==> src/rtl/exe_muldiv_ctrl_pkg.sv <==
// rtl/exe_muldiv_ctrl_pkg.sv - shared types and constants for the mul/div sequencer
// Purpose: op and state encodings, default widths, divide-by-zero quotient.
package exe_muldiv_ctrl_pkg;

  localparam int WIDTH_DEF = 32;
  localparam int CNT_W_DEF = 6;

  typedef enum logic [1:0] {
    OP_MULTU = 2'b00,
    OP_MULT  = 2'b01,
    OP_DIVU  = 2'b10,
    OP_DIV   = 2'b11
  } op_e;

  typedef enum logic [1:0] {
    ST_IDLE = 2'b00,
    ST_CALC = 2'b01,
    ST_DONE = 2'b10
  } state_e;

  // Quotient reported when the divisor is zero.
  localparam logic [WIDTH_DEF-1:0] DIVZ_QUOT = '1;

  function automatic logic op_is_div(input op_e op);
    return op[1];
  endfunction

  function automatic logic op_is_signed(input op_e op);
    return op[0];
  endfunction

endpackage

==> src/rtl/exe_muldiv_ctrl_if.sv <==
// rtl/exe_muldiv_ctrl_if.sv - EXE-stage <-> mul/div sequencer signal bundle
// Purpose: groups the request (start/op/operands/flush) and response
// (stall/done/hi/lo/div_zero) signals.
//   master: EXE stage / hazard logic side
//   slave : exe_muldiv_ctrl side
interface exe_muldiv_ctrl_if #(
  parameter int WIDTH = 32
) ();
  logic             start;
  logic [1:0]       op;
  logic [WIDTH-1:0] op_a;
  logic [WIDTH-1:0] op_b;
  logic             flush;
  logic             stall;
  logic             done;
  logic [WIDTH-1:0] hi;
  logic [WIDTH-1:0] lo;
  logic             div_zero;

  modport master (
    output start, op, op_a, op_b, flush,
    input  stall, done, hi, lo, div_zero
  );

  modport slave (
    input  start, op, op_a, op_b, flush,
    output stall, done, hi, lo, div_zero
  );
endinterface

==> src/rtl/muldiv_sign_fix.sv <==
// rtl/muldiv_sign_fix.sv - conditional two's-complement of a magnitude pair
// Purpose: converts magnitude results to signed hi/lo, and magnitudes of
// signed operands at entry.
//   op_i               : operation; multiply negates {hi,lo} as one 2*WIDTH value
//   mag_hi_i, mag_lo_i : magnitude inputs
//   neg_lo_i           : negate lo (divide) or whole product (multiply)
//   neg_hi_i           : negate hi (divide only)
//   res_hi_o, res_lo_o : results
module muldiv_sign_fix
  import exe_muldiv_ctrl_pkg::*;
#(
  parameter int WIDTH = WIDTH_DEF
) (
  input  op_e              op_i,
  input  logic [WIDTH-1:0] mag_hi_i,
  input  logic [WIDTH-1:0] mag_lo_i,
  input  logic             neg_lo_i,
  input  logic             neg_hi_i,
  output logic [WIDTH-1:0] res_hi_o,
  output logic [WIDTH-1:0] res_lo_o
);

  logic [2*WIDTH-1:0] wide_neg;

  assign wide_neg = -{mag_hi_i, mag_lo_i};

  always_comb begin
    res_hi_o = mag_hi_i;
    res_lo_o = mag_lo_i;
    if (op_is_div(op_i)) begin
      if (neg_lo_i) res_lo_o = -mag_lo_i;
      if (neg_hi_i) res_hi_o = -mag_hi_i;
    end else if (neg_lo_i) begin
      {res_hi_o, res_lo_o} = wide_neg;
    end
  end

endmodule

==> src/rtl/exe_muldiv_ctrl.sv <==
// rtl/exe_muldiv_ctrl.sv - bit-serial multiply/divide sequencer beside the EXE ALU
// Purpose: runs MULTU/MULT/DIVU/DIV one bit per cycle, stalls the pipeline
// while busy, and commits HI/LO on completion.
//   clk : rising-edge clock
//   rst : asynchronous active-low reset
//   bus : slave side of exe_muldiv_ctrl_if
module exe_muldiv_ctrl
  import exe_muldiv_ctrl_pkg::*;
#(
  parameter int WIDTH = WIDTH_DEF,
  parameter int CNT_W = CNT_W_DEF
) (
  input logic               clk,
  input logic               rst,
  exe_muldiv_ctrl_if.slave  bus
);

  state_e             state_q, state_d;
  logic [CNT_W-1:0]   cnt_q, cnt_d;
  logic [2*WIDTH-1:0] acc_q, acc_d;
  logic [WIDTH-1:0]   b_q, b_d;
  op_e                op_q, op_d;
  logic               neg_res_q, neg_res_d;
  logic               neg_dvd_q, neg_dvd_d;
  logic [WIDTH-1:0]   hi_q, hi_d;
  logic [WIDTH-1:0]   lo_q, lo_d;
  logic               div_zero_q, div_zero_d;
  logic               stall_c, done_c;

  op_e                op_in;
  logic               in_signed;
  logic [WIDTH-1:0]   a_abs, b_abs;

  logic [WIDTH:0]     mul_sum;
  logic [2*WIDTH-1:0] mul_next;
  logic [WIDTH:0]     div_trial;
  logic [2*WIDTH-1:0] div_next;
  logic [2*WIDTH-1:0] acc_step;
  logic [WIDTH-1:0]   res_hi, res_lo;

  assign op_in     = op_e'(bus.op);
  assign in_signed = op_is_signed(op_in);

  // Operand magnitudes: divide mode negates each half independently.
  muldiv_sign_fix #(.WIDTH(WIDTH)) u_abs (
    .op_i     (OP_DIV),
    .mag_hi_i (bus.op_b),
    .mag_lo_i (bus.op_a),
    .neg_lo_i (in_signed & bus.op_a[WIDTH-1]),
    .neg_hi_i (in_signed & bus.op_b[WIDTH-1]),
    .res_hi_o (b_abs),
    .res_lo_o (a_abs)
  );

  // Multiply: acc = {partial product, remaining multiplier bits}; add the
  // multiplicand when the current multiplier bit is set, then shift right.
  assign mul_sum  = {1'b0, acc_q[2*WIDTH-1:WIDTH]} + (acc_q[0] ? {1'b0, b_q} : '0);
  assign mul_next = {mul_sum, acc_q[WIDTH-1:1]};

  // Divide: acc = {remainder, dividend/quotient bits}. Trial subtract is
  // WIDTH+1 bits because the shifted remainder may exceed WIDTH bits.
  assign div_trial = acc_q[2*WIDTH-1:WIDTH-1] - {1'b0, b_q};
  assign div_next  = div_trial[WIDTH]
                   ? {acc_q[2*WIDTH-2:0], 1'b0}
                   : {div_trial[WIDTH-1:0], acc_q[WIDTH-2:0], 1'b1};

  assign acc_step = op_is_div(op_q) ? div_next : mul_next;

  // Sign fix is applied to the value produced by the final iteration.
  muldiv_sign_fix #(.WIDTH(WIDTH)) u_res (
    .op_i     (op_q),
    .mag_hi_i (acc_step[2*WIDTH-1:WIDTH]),
    .mag_lo_i (acc_step[WIDTH-1:0]),
    .neg_lo_i (neg_res_q),
    .neg_hi_i (neg_dvd_q),
    .res_hi_o (res_hi),
    .res_lo_o (res_lo)
  );

  always_comb begin
    state_d    = state_q;
    cnt_d      = cnt_q;
    acc_d      = acc_q;
    b_d        = b_q;
    op_d       = op_q;
    neg_res_d  = neg_res_q;
    neg_dvd_d  = neg_dvd_q;
    hi_d       = hi_q;
    lo_d       = lo_q;
    div_zero_d = div_zero_q;
    stall_c    = 1'b0;
    done_c     = 1'b0;

    case (state_q)
      ST_CALC: begin
        stall_c = 1'b1;
        if (bus.flush) begin
          state_d = ST_IDLE;
        end else begin
          acc_d = acc_step;
          cnt_d = cnt_q - 1'b1;
          if (cnt_q == CNT_W'(1)) begin
            state_d = ST_DONE;
            hi_d    = res_hi;
            lo_d    = res_lo;
          end
        end
      end
      ST_DONE: begin
        done_c  = 1'b1;
        state_d = ST_IDLE;
      end
      default: ;
    endcase

    // New request accepted from IDLE, or back-to-back from DONE.
    if ((state_q == ST_IDLE || state_q == ST_DONE) && bus.start && !bus.flush) begin
      stall_c    = 1'b1;
      op_d       = op_in;
      neg_res_d  = in_signed & (bus.op_a[WIDTH-1] ^ bus.op_b[WIDTH-1]);
      neg_dvd_d  = in_signed & bus.op_a[WIDTH-1];
      b_d        = b_abs;
      acc_d      = {{WIDTH{1'b0}}, a_abs};
      cnt_d      = CNT_W'(WIDTH);
      div_zero_d = 1'b0;
      if (op_is_div(op_in) && bus.op_b == '0) begin
        state_d    = ST_DONE;
        hi_d       = bus.op_a;
        lo_d       = DIVZ_QUOT;
        div_zero_d = 1'b1;
      end else begin
        state_d = ST_CALC;
      end
    end
  end

  always_ff @(posedge clk or negedge rst) begin
    if (!rst) begin
      state_q    <= ST_IDLE;
      cnt_q      <= '0;
      acc_q      <= '0;
      b_q        <= '0;
      op_q       <= OP_MULTU;
      neg_res_q  <= 1'b0;
      neg_dvd_q  <= 1'b0;
      hi_q       <= '0;
      lo_q       <= '0;
      div_zero_q <= 1'b0;
    end else begin
      state_q    <= state_d;
      cnt_q      <= cnt_d;
      acc_q      <= acc_d;
      b_q        <= b_d;
      op_q       <= op_d;
      neg_res_q  <= neg_res_d;
      neg_dvd_q  <= neg_dvd_d;
      hi_q       <= hi_d;
      lo_q       <= lo_d;
      div_zero_q <= div_zero_d;
    end
  end

  // stall is combinational on start; hold it low while reset is asserted.
  assign bus.stall    = stall_c & rst;
  assign bus.done     = done_c;
  assign bus.hi       = hi_q;
  assign bus.lo       = lo_q;
  assign bus.div_zero = div_zero_q;

endmodule

==> src/flat_wrapper.sv <==
// flat-port wrapper written by rule: the top's interface ports become plain ports
module exe_muldiv_ctrl_flat import exe_muldiv_ctrl_pkg::*;
#(
  parameter int WIDTH = WIDTH_DEF,
  parameter int CNT_W = CNT_W_DEF
)
  (clk, rst, bus_start, bus_op, bus_op_a, bus_op_b, bus_flush, bus_stall, bus_done, bus_hi, bus_lo, bus_div_zero);
  exe_muldiv_ctrl_if #(.WIDTH(WIDTH)) bus_i ();
  input logic clk;
  input logic rst;
  input wire logic [$bits(bus_i.start)-1:0] bus_start;
  input wire logic [$bits(bus_i.op)-1:0] bus_op;
  input wire logic [$bits(bus_i.op_a)-1:0] bus_op_a;
  input wire logic [$bits(bus_i.op_b)-1:0] bus_op_b;
  input wire logic [$bits(bus_i.flush)-1:0] bus_flush;
  output wire logic [$bits(bus_i.stall)-1:0] bus_stall;
  output wire logic [$bits(bus_i.done)-1:0] bus_done;
  output wire logic [$bits(bus_i.hi)-1:0] bus_hi;
  output wire logic [$bits(bus_i.lo)-1:0] bus_lo;
  output wire logic [$bits(bus_i.div_zero)-1:0] bus_div_zero;
  assign bus_i.start = bus_start;
  assign bus_i.op = bus_op;
  assign bus_i.op_a = bus_op_a;
  assign bus_i.op_b = bus_op_b;
  assign bus_i.flush = bus_flush;
  assign bus_stall = bus_i.stall;
  assign bus_done = bus_i.done;
  assign bus_hi = bus_i.hi;
  assign bus_lo = bus_i.lo;
  assign bus_div_zero = bus_i.div_zero;
  exe_muldiv_ctrl #(.WIDTH(WIDTH), .CNT_W(CNT_W)) u_core (.clk(clk), .rst(rst), .bus(bus_i));
endmodule
==> config.mk <==
export PLATFORM = sky130hd
export DESIGN_NAME = exe_muldiv_ctrl_flat
export DESIGN_NICKNAME = d
export VERILOG_FILES = /design/src/rtl/exe_muldiv_ctrl_pkg.sv /design/src/rtl/exe_muldiv_ctrl_if.sv /design/src/rtl/muldiv_sign_fix.sv /design/src/rtl/exe_muldiv_ctrl.sv /design/src/flat_wrapper.sv
export SDC_FILE = /design/constraint.sdc
export NUM_CORES = 1
export LEC_CHECK = 0
export BUFFER_PORTS_ARGS = -buffer_cell sky130_fd_sc_hd__buf_2
export CORE_MARGIN = 4
export CORE_UTILIZATION = 25
export CTS_CLUSTER_DIAMETER = 40
export DETAILED_ROUTE_END_ITERATION = 8
export PLACE_DENSITY = 0.48
export SYNTH_ARGS = -nofsm -noshare
export SYNTH_HDL_FRONTEND = slang
export SYNTH_HIERARCHICAL = 1
export SYNTH_SLANG_ARGS = --single-unit
==> constraint.sdc <==
create_clock -name clk -period 11.75 [get_ports clk]
set_input_delay 0.5875 -clock clk [delete_from_list [all_inputs] [get_ports clk]]
set_output_delay 0.5875 -clock clk [all_outputs]
set_load 0.02 [all_outputs]
==> results of run 1 <==
## worst min-delay path by stage
stage	start	cells past startpoint	slack (ns)	to
finish	bus_op[1]	3	0.35	u_core/op_q[1]$_DFFE_PN0P_
floorplan	rst	0	0.29	u_core/acc_q[0]$_DFFE_PN0P_
detailed placement	u_core/bus.div_zero$_DFFE_PN0P_	2	0.47	u_core/bus.div_zero$_DFFE_PN0P_
global placement	u_core/bus.div_zero$_DFFE_PN0P_	2	0.48	u_core/bus.div_zero$_DFFE_PN0P_
global route	bus_op[0]	3	0.35	u_core/neg_res_q$_DFFE_PN0P_
CTS	bus_op[1]	3	0.33	u_core/op_q[1]$_DFFE_PN0P_
## state kept, by name (all words and copies together) (netlist names)
name / flops
u_core/cnt_q: 6
u_core/state_q: 2
u_core/bus.div_zero: 1
u_core/bus.lo: 32
u_core/bus.hi: 32
u_core/neg_dvd_q: 1
u_core/neg_res_q: 1
u_core/op_q: 1
u_core/b_q: 32
u_core/acc_q: 64
## where the power goes
part	leakage (nW)	switching (mW)	total [mW]	internal [mW]
clock network	0.285	0.303	0.591	0.288
registers	2.26	0.238	1.04	0.804
logic	5.88	1.75	2.77	1.02
## placed cells by master (no fill, tap or decap), types with 8 or more instances in the layout
cell type	n
nand2_1	261
dfrtp_1	171
buf_2	135
a21oi_1	135
o21ai_0	122
nor2_1	122
xnor2_1	110
mux2i_1	94
xor2_1	72
ha_1	70
inv_1	67
nor4_1	46
a21o_1	40
and2_1	38
nor3_1	36
nand3_1	35
mux2_2	31
a22oi_1	30
nand4_1	28
or4_1	22
a22o_1	22
and3_1	20
a31oi_1	20
or3_1	18
clkbuf_16	17
a211oi_1	17
o31ai_1	17
buf_4	16
o211ai_1	13
o21a_1	13
nand2b_1	11
o21ai_1	9
nor2b_1	8
## per-stage QoR
step | utilization [%] | std cells | setup WS [ns] | hold WS, ns | area (sq um)
3_5_place_dp | 27.7 | 2735 | 5.67 | 0.470 | 16700
6_report | 28.7 | 2768 | 5.57 | 0.349 | 17300
5_1_grt | 28.7 | 2768 | 5.08 | 0.354 | 17300
2_1_floorplan | - | 1891 | 6.71 | 0.292 | 15200
4_1_cts | 28.7 | 2768 | 5.62 | 0.329 | 17300
3_3_place_gp | 27.7 | 2735 | 5.67 | 0.477 | 16700
## critical path: stages, from the launching register on
cell and delay, ns:
dfrtp_1 0.38, inv_1 0.09, ha_1 0.18, inv_1 0.06
fa_1 0.42, a211oi_1 0.26, o21a_1 0.25, a21oi_2 0.13
a21o_1 0.18, a21oi_1 0.26, o21ai_0 0.22, o221ai_4 0.19
buf_4 0.54, mux2i_1 0.35, nor4_1 0.42, nand2_1 0.20
or4_1 0.63, o21ai_1 0.61, o21ai_0 0.25, xor2_1 0.19
mux2i_1 0.13, a21oi_1 0.09
## layer usage
metal  routed length, microns  up-vias  part of all wire [%]
li1                         -     6985                     -
met1                    27800     7317                    46
met2                    28300      392                    47
met3                     2630       54                   4.4
met4                     1110        0                   1.9
met5                        0        -                     0
## timing repair
item | CTS | global route
hold endpoints to repair | 27 | 0
endpoints found under the setup margin | 0 | 0
hold buffers | 1 | 0
## final cells by class
| class | instances | area [sq um] | area share, % |
|---|---|---|---|
| multi-input cells | 1561 | 10300 | 59.8 |
| flip-flops and latches | 172 | 4310 | 25.0 |
| well taps | 782 | 978 | 5.67 |
| repair buffers | 153 | 817 | 4.73 |
| clock buffers | 18 | 439 | 2.54 |
| inverters | 68 | 255 | 1.48 |
| clock inverters | 14 | 143 | 0.826 |
==> flow_summary_export.csv, run 1 <==
group,metric,value,unit
status,run_status,"completed",
timing,fmax,162,MHz
worst_setup_path,r2r_end,"u_core/bus.hi[19]$_DFF_PN0_",
worst_setup_path,reg2reg_depth,21,
global_routing,use_met1,25.1,%
global_routing,groute.usage.overall,18.2,%
cts,clock_path_buffers,2,
global_routing,grt_max_degree,80,
synth,synth_warnings,6,
timing,finalCritPeriodShare,52.6,%
drt,drt_iter0_drc,1033,
global_routing,antenna_found_initial,0,
drt,wirelength,59.7,mm
timing,slew_viol_final,0,
synth,syn_inst,1887,
drt,routed_via_density,5.33,
run,max-cap-violations,0,
drt,vias,14748,
floorplanning,start_util,25.2,%
floorplanning,die_h,254,microns
timing,worstMarginPinSlew,1.18,ns
timing,finalCriticalPeriod,6.18,ns
synth,synth.avg_cell_area,8.05,sq um
cts,htree_levels,4,
global_routing,overflow,0,
worst_setup_path,required,12.11,ns
global_routing,busiest_layer,"met2",
global_routing,grt_pass1_wl,90.6,mm
worst_setup_path,worstPathMaxFanout,39,
hold_path,holdCritPathClass,"in -> reg",
worst_setup_path,start_kind,"register",
timing,tns,0,ns
cts,clk_latency,0.50,ns
finish,synthToLayoutAreaGrowth,13.7,%
floorplanning,die_w,254,microns
worst_setup_path,critPathCapture,"u_core/bus.hi[19]$_DFF_PN0_",
drt,first_pass_iters,6,
cts,numCtsBuffers,17,
floorplanning,io_pins,137,
cts,clkSlewWorstSetupHoldPaths,0.08,ns
place,hpwl,46.5,mm
cts,cts.sinks,172,
finish,fill_cells,6505,
drt,drc_errors,0,
place,routabilityCongestion,0.918,
cts,cts-resized-gates,0,
drt,detail_route.wl_per_cell,21.6,microns
timing,skew,0.0145,ns
worst_setup_path,crit_type,"reg -> reg",
cts,cts_setup_buffers,0,
worst_setup_path,reg2reg_slack,5.57,ns
timing,relSlewSlack,21.0,%
floorplanning,die_area,0.0648,sq mm
floorplanning,coreArea,0.0602,sq mm
global_routing,grt_pass1_vias,14357,
worst_setup_path,critPathLaunch,"u_core/acc_q[31]$_DFFE_PN0P_",
cts,cts_tree,"built",
finish,fin_nets,2115,
finish,drive_gt1_share,12.2,%
floorplanning,rows,90,
worst_setup_path,arrival,6.54,ns
drt,drtAntennaViolNets,0,
worst_setup_path,regToRegStartpoint,"u_core/acc_q[31]$_DFFE_PN0P_",
cts,cts_root_buffer,"clkbuf_16",
worst_setup_path,worstSetupEndpointType,"register",
pwr,power.density,255,mW/mm^2
place,io_buffers,136,
timing,setup_viol,0,
global_routing,grt_use_met3,2.68,%
pwr,ir_drop,0.000124,V
timing,rsz0062_at_grt,"false",
finish,antenna_cells,0,
pwr,leakage,8.42,nW
global_routing,grt_util_met2,29.8,%
pwr,finalPower,4.40,mW
timing,hold_viol_final,0,
synth,synth_area,0.0152,sq mm
No activity file was read; power rests on OpenSTA's default activity.
==> run 2: changes to the inputs <==
- clock period: 11.75 -> 5.9 ns (I/O delays scaled with it)
==> run 2 against run 1 <==
First-iteration DRC count is 2.7% lower; core utilization is 0.77 points higher; fmax is 12% higher; design area is 2.7% higher; final cell count is 1.8% higher; critical path depth is 2 higher; register-to-register slack worse by 5.2 ns; clock power is 120% higher; die area stayed put; highest routed layer unchanged.
==> flow_summary_export.csv, run 2 (synthesis results as in run 1) <==
group,metric,value,unit
worst_setup_path,worstPathMaxFanout,18,
floorplanning,rows,90,
drt,first_pass_iters,7,
place,pre_cts_ws,0.0728,ns
cts,cts.sinks,172,
pwr,power.density,517,mW/mm^2
global_routing,antenna_found_initial,2,
global_routing,grt_pass1_vias,14485,
global_routing,grt_max_degree,106,
pwr,leakage,8.69,nW
worst_setup_path,reg2reg_slack,0.37,ns
hold_path,min_to,"u_core/op_q[1]$_DFFE_PN0P_",
timing,finalWorstSetupSlack,0.371,ns
floorplanning,coreArea,0.0602,sq mm
timing,setup_viol,0,
drt,routed_via_density,5.24,
worst_setup_path,regToRegStartpoint,"u_core/acc_q[31]$_DFFE_PN0P_",
floorplanning,die_h,254,microns
hold_path,hold_depth,3,
drt,wirelength,59.0,mm
status,run_status,"completed",
drt,detail_route.wl_per_cell,20.9,microns
cts,htree_levels,4,
worst_setup_path,cp_common_cell,"a21oi_1",
cts,cts_tree,"built",
floorplanning,die_w,254,microns
cts,numCtsBuffers,17,
worst_setup_path,cp_cell_sequence,"inv_1 -> ha_1 -> inv_1 -> fa_1 -> a211oi_1 -> o21a_1 -> a21oi_2 -> a21o_1 -> a21oi_1 -> o21ai_1 -> o221ai_4 -> buf_4 -> buf_4 -> nor2_1 -> a211oi_1 -> nor2_1 -> or4_1 -> or3_1 -> nor4_2 -> a21oi_1 -> xor2_1 -> mux2i_1 -> a21oi_1",
worst_setup_path,critPathMaxStageDelay,0.53,ns
timing,slew_viol_final,0,
place,io_buffers,136,
hold_path,holdCritPathClass,"in -> reg",
worst_setup_path,reg2reg_depth,23,
drt,vias,14773,
place,routabilityCongestion,0.935,
timing,finalCriticalPeriod,5.53,ns
worst_setup_path,worstSetupEndpointType,"register",
place,hpwl,46.1,mm
drt,drt_iter0_drc,1005,
finish,final_common_cell,"nand2_1",
global_routing,overflow,0,
finish,fin_area,0.0177,sq mm
drt,drc_errors,0,
finish,fill_cells,6484,
run,max-cap-violations,0,
timing,fmax,181,MHz
finish,largest_reg_flops,64,
cts,clk_latency,0.49,ns
worst_setup_path,worst_path_max_delay_cell,"or4_1",
finish,layout_common_cells,"nand2_1, dfrtp_1, buf_2, a21oi_1, nor2_1",
worst_setup_path,r2r_end,"u_core/bus.hi[26]$_DFF_PN0_",
worst_setup_path,crit_type,"reg -> reg",
hold_path,min_from,"bus_op[1]",
floorplanning,start_util,25.2,%
pwr,ir_drop,0.000254,V
cts,clock_path_buffers,2,
finish,drive_gt1_share,14.5,%
cts,cts_root_buffer,"clkbuf_16",
timing,worstMarginPinSlew,1.17,ns
worst_setup_path,start_kind,"register",
finish,synthToLayoutAreaGrowth,16.7,%
timing,skew,0.0147,ns
timing,hold_slack,0.0540,ns
timing,relSlewSlack,21.7,%
worst_setup_path,required,6.26,ns
timing,hold_viol_final,0,
finish,top_register,"u_core/acc_q",
finish,fin_nets,2161,
floorplanning,io_pins,137,
global_routing,groute.usage.overall,18.0,%
worst_setup_path,arrival,5.89,ns
global_routing,grt_pass1_wl,89.7,mm
floorplanning,die_area,0.0648,sq mm
cts,clkSlewWorstSetupHoldPaths,0.08,ns
drt,drtAntennaViolNets,0,
timing,finalCritPeriodShare,93.7,%
place,place_area,0.0170,sq mm
run 2: cell types whose count changed in the layout (fill, tap and decap cells not counted), moves of 3 or more:
cell | before | now
bufinv_16 | 0 | 4
diode_2 | 0 | 3
buf_4 | 16 | 60
nor4_2 | 0 | 3
nor4_1 | 46 | 43
run 2: where the power goes:
group / internal (mW) / switching, mW
clock network: 0.720 / 0.566
logic: 2.26 / 3.57
registers: 1.60 / 0.440
total: 4.58 / 4.58
run 2: worst max-delay path by stage:
stage / start / end / slack, ns / cells past startpoint
final: u_core/acc_q[31]$_DFFE_PN0P_ / u_core/bus.hi[26]$_DFF_PN0_ / 0.37 / 23
after floorplan: u_core/acc_q[31]$_DFFE_PN0P_ / u_core/bus.hi[21]$_DFF_PN0_ / 0.86 / 22
after global routing: u_core/acc_q[31]$_DFFE_PN0P_ / u_core/bus.hi[21]$_DFF_PN0_ / -0.007 / 23
after global placement: u_core/acc_q[31]$_DFFE_PN0P_ / u_core/bus.hi[4]$_DFF_PN0_ / 0.16 / 23
after CTS: u_core/acc_q[31]$_DFFE_PN0P_ / u_core/bus.hi[4]$_DFF_PN0_ / 0.03 / 23
after detailed placement: u_core/acc_q[31]$_DFFE_PN0P_ / u_core/bus.hi[4]$_DFF_PN0_ / 0.07 / 23
run 2: through the flow:
stage	utilization, %	TNS (ns)	std cells	total power [mW]
after floorplan	-	0	1891	5.83
after global routing	29.4	-0.00669	2816	9.84
after CTS	29.3	0	2809	9.14
after global placement	28.2	0	2776	7.81
final	29.4	0	2817	9.16
after detailed placement	28.2	0	2776	7.80
run 2: timing repair:
item | in CTS | in global routing
resized for setup | 0 | 10
buffers inserted | 0 | 5
hold buffers | 1 | 0
hold endpoints to repair | 67 | 0
setup endpoints to repair | 0 | 35
run 2: layout make-up:
cell class	count	area [sq um]	share of cell area (%)
repair buffers	199	1180	6.65
diodes	3	7.51	0.0424
clock buffers	18	429	2.42
multi-input cells	1561	10400	58.4
flip-flops and latches	172	4310	24.3
clock inverters	14	208	1.17
inverters	68	255	1.44
well taps	782	978	5.52
run 2: critical path, delay by kind of cell (launching register included):
family,cells,cell delay (ns)
AOI/OAI and AO/OA,10,2.03
and+or+nand+nor,5,1.50
adders and majority gates,2,0.60
buffers and inverters,4,0.59
DFF,1,0.38
xor gates and xnor gates,1,0.17
muxes,1,0.13
run 2: metal layers:
layer,GRT usage (%),part of all wire [%],up-vias
met5,0,0,-
met4,4.36,1.7,0
met3,3.28,4.3,49
met2,29.7,47,373
met1,24.6,47,7250
li1,-,-,7101
==> run 3: changes to the inputs <==
- CELL_PAD_IN_SITES_DETAIL_PLACEMENT: unset -> 1
- CELL_PAD_IN_SITES_GLOBAL_PLACEMENT: unset -> 2
- PLACE_DENSITY: 0.48 -> 0.67
==> run 3 against run 2 <==
Via count rose by 0.88%; clock skew rose by 0.0034 ns; core utilization fell by 0.087 points; combinational power rose by 3%; power rose by 1.0%.
==> flow_summary_export.csv, run 3 (synthesis results as in run 1) <==
group,metric,value,unit
status,run_status,"completed",
cts,clk_latency,0.49,ns
timing,hold_viol_final,0,
pwr,finalPower,9.25,mW
global_routing,grt_pass1_wl,96.8,mm
drt,routed_via_density,5.28,
drt,drc_errors,0,
finish,final_common_cell,"nand2_1",
worst_setup_path,start_kind,"register",
hold_path,holdCritPathClass,"in -> reg",
drt,detail_route.wl_per_cell,22.6,microns
floorplanning,die_w,254,microns
cts,clkSlewWorstSetupHoldPaths,0.08,ns
drt,drtAntennaViolNets,0,
cts,htree_levels,4,
timing,hold_slack,0.0559,ns
timing,fmax,181,MHz
worst_setup_path,worst_path_max_delay_cell,"or4_1",
worst_setup_path,required,6.30,ns
worst_setup_path,worstSetupEndpointType,"register",
worst_setup_path,reg2reg_depth,21,
hold_path,hold_depth,3,
timing,slew_viol_final,0,
floorplanning,start_util,25.2,%
timing,setup_viol,0,
global_routing,antenna_found_initial,1,
finish,final_cells,2820,
cts,clock_path_buffers,2,
finish,fin_nets,2165,
global_routing,grt_pass1_vias,15389,
global_routing,overflow,0,
timing,worstMarginPinSlew,1.24,ns
floorplanning,coreArea,0.0602,sq mm
worst_setup_path,arrival,5.94,ns
timing,relSlewSlack,16.7,%
pwr,ir_drop,0.000242,V
global_routing,groute.usage.overall,19.6,%
worst_setup_path,worstPathMaxFanout,9,
finish,largest_reg_flops,64,
timing,finalWorstSetupSlack,0.361,ns
finish,layout_common_cells,"nand2_1, dfrtp_1, buf_2, a21oi_1, nor2_1",
timing,finalCritPeriodShare,93.9,%
cts,cts.sinks,172,
finish,drive_gt1_share,14.6,%
timing,finalCriticalPeriod,5.54,ns
worst_setup_path,cp_common_cell,"a21oi_1",
finish,synthToLayoutAreaGrowth,16.3,%
pwr,leakage,8.67,nW
finish,fill_cells,7212,
cts,cts_tree,"built",
worst_setup_path,crit_type,"reg -> reg",
finish,top_register,"u_core/acc_q",
drt,vias,14903,
worst_setup_path,cp_cell_sequence,"and2_1 -> ha_1 -> fa_1 -> a211oi_1 -> nor2_1 -> a211oi_2 -> o21ai_1 -> a21o_1 -> a21oi_1 -> o21ai_0 -> a21oi_1 -> xnor2_1 -> a21oi_1 -> or3_1 -> or4_1 -> nor3_1 -> a31oi_1 -> o21ai_1 -> xnor2_1 -> mux2i_1 -> a21oi_1",
pwr,power.density,523,mW/mm^2
floorplanning,rows,90,
timing,skew,0.0180,ns
global_routing,grt_max_degree,117,
timing,tns,0,ns
place,placed_cells,2782,
floorplanning,io_pins,137,
drt,drt_iter0_drc,1074,
floorplanning,die_area,0.0648,sq mm
run,max-cap-violations,0,
timing,rsz0062_at_grt,"true",
place,routabilityCongestion,0.931,
drt,first_pass_iters,5,
place,io_buffers,136,
floorplanning,die_h,254,microns
cts,numCtsBuffers,17,
place,pre_cts_ws,0.0126,ns
drt,wirelength,63.6,mm
worst_setup_path,critPathMaxStageDelay,0.53,ns
cts,cts_root_buffer,"clkbuf_16",
place,hpwl,50.1,mm
## run 3: per-stage QoR
stage / util (%) / cell area, sq um
2_1_floorplan: - / 15200
3_3_place_gp: 28.3 / 17000
3_5_place_dp: 28.3 / 17000
4_1_cts: 29.3 / 17600
5_1_grt: 29.3 / 17700
6_report: 29.3 / 17700
## run 3: repair_timing
item / 4_1_cts / 5_1_grt
setup buffers: 3 / 0
hold buffers: 1 / 0
gates resized for setup: 0 / 7
endpoints found under the setup margin: 1 / 8
pin swaps: 1 / 0
hold endpoints to repair: 56 / 0
## run 3: layer usage
| metal | part of all wire, % | wire length [microns] | GRT usage, % | up-vias |
|---|---|---|---|---|
| li1 | - | - | - | 7094 |
| met1 | 47 | 29700 | 26.9 | 7454 |
| met2 | 48 | 30200 | 32.2 | 293 |
| met3 | 3.6 | 2290 | 2.70 | 62 |
| met4 | 2.3 | 1450 | 6.13 | 0 |
| met5 | 0 | 0 | 0 | - |
## run 3: layout make-up
class	instances	area (sq um)	share of cell area (%)
repair buffers	203	1210	6.83
well taps	782	978	5.54
clock buffers	17	425	2.41
diodes	2	5.00	0.0283
flip-flops and latches	172	4310	24.4
inverters	68	255	1.44
clock inverters	15	145	0.821
multi-input cells	1561	10300	58.5
## run 3: path summary, 6_finish.rpt
kind                                        startpoint                      endpoint  slack (ns)
setup / recovery           u_core/acc_q[0]$_DFFE_PN0P_   u_core/bus.hi[22]$_DFF_PN0_        0.36
max in group asynchronous                          rst   u_core/bus.lo[16]$_DFF_PN0_        4.46
hold reg to reg            u_core/bus.lo[15]$_DFF_PN0_   u_core/bus.lo[15]$_DFF_PN0_        0.50
setup reg to reg           u_core/acc_q[0]$_DFFE_PN0P_   u_core/bus.hi[22]$_DFF_PN0_        0.36
hold / removal                               bus_op[0]  u_core/neg_res_q$_DFFE_PN0P_        0.06
min in group asynchronous                          rst    u_core/b_q[24]$_DFFE_PN0P_        0.36
## run 3: worst max-delay path, delay by kind of cell, from the launching register on
| kind | cells | cell delay, ns |
|---|---|---|
| compound gates | 11 | 2.27 |
| xor+xnor | 2 | 0.37 |
| fa+ha+maj | 2 | 0.64 |
| flops | 1 | 0.50 |
| mux | 1 | 0.10 |
| simple gates | 5 | 1.56 |
## run 3: power breakdown
group / switching [mW] / internal [mW] / leakage, nW
Combinational: 3.71 / 2.29 / 6.13
Clock: 0.610 / 0.563 / 0.283
Sequential: 0.469 / 1.60 / 2.26
Total: 4.79 / 4.46 / 8.67
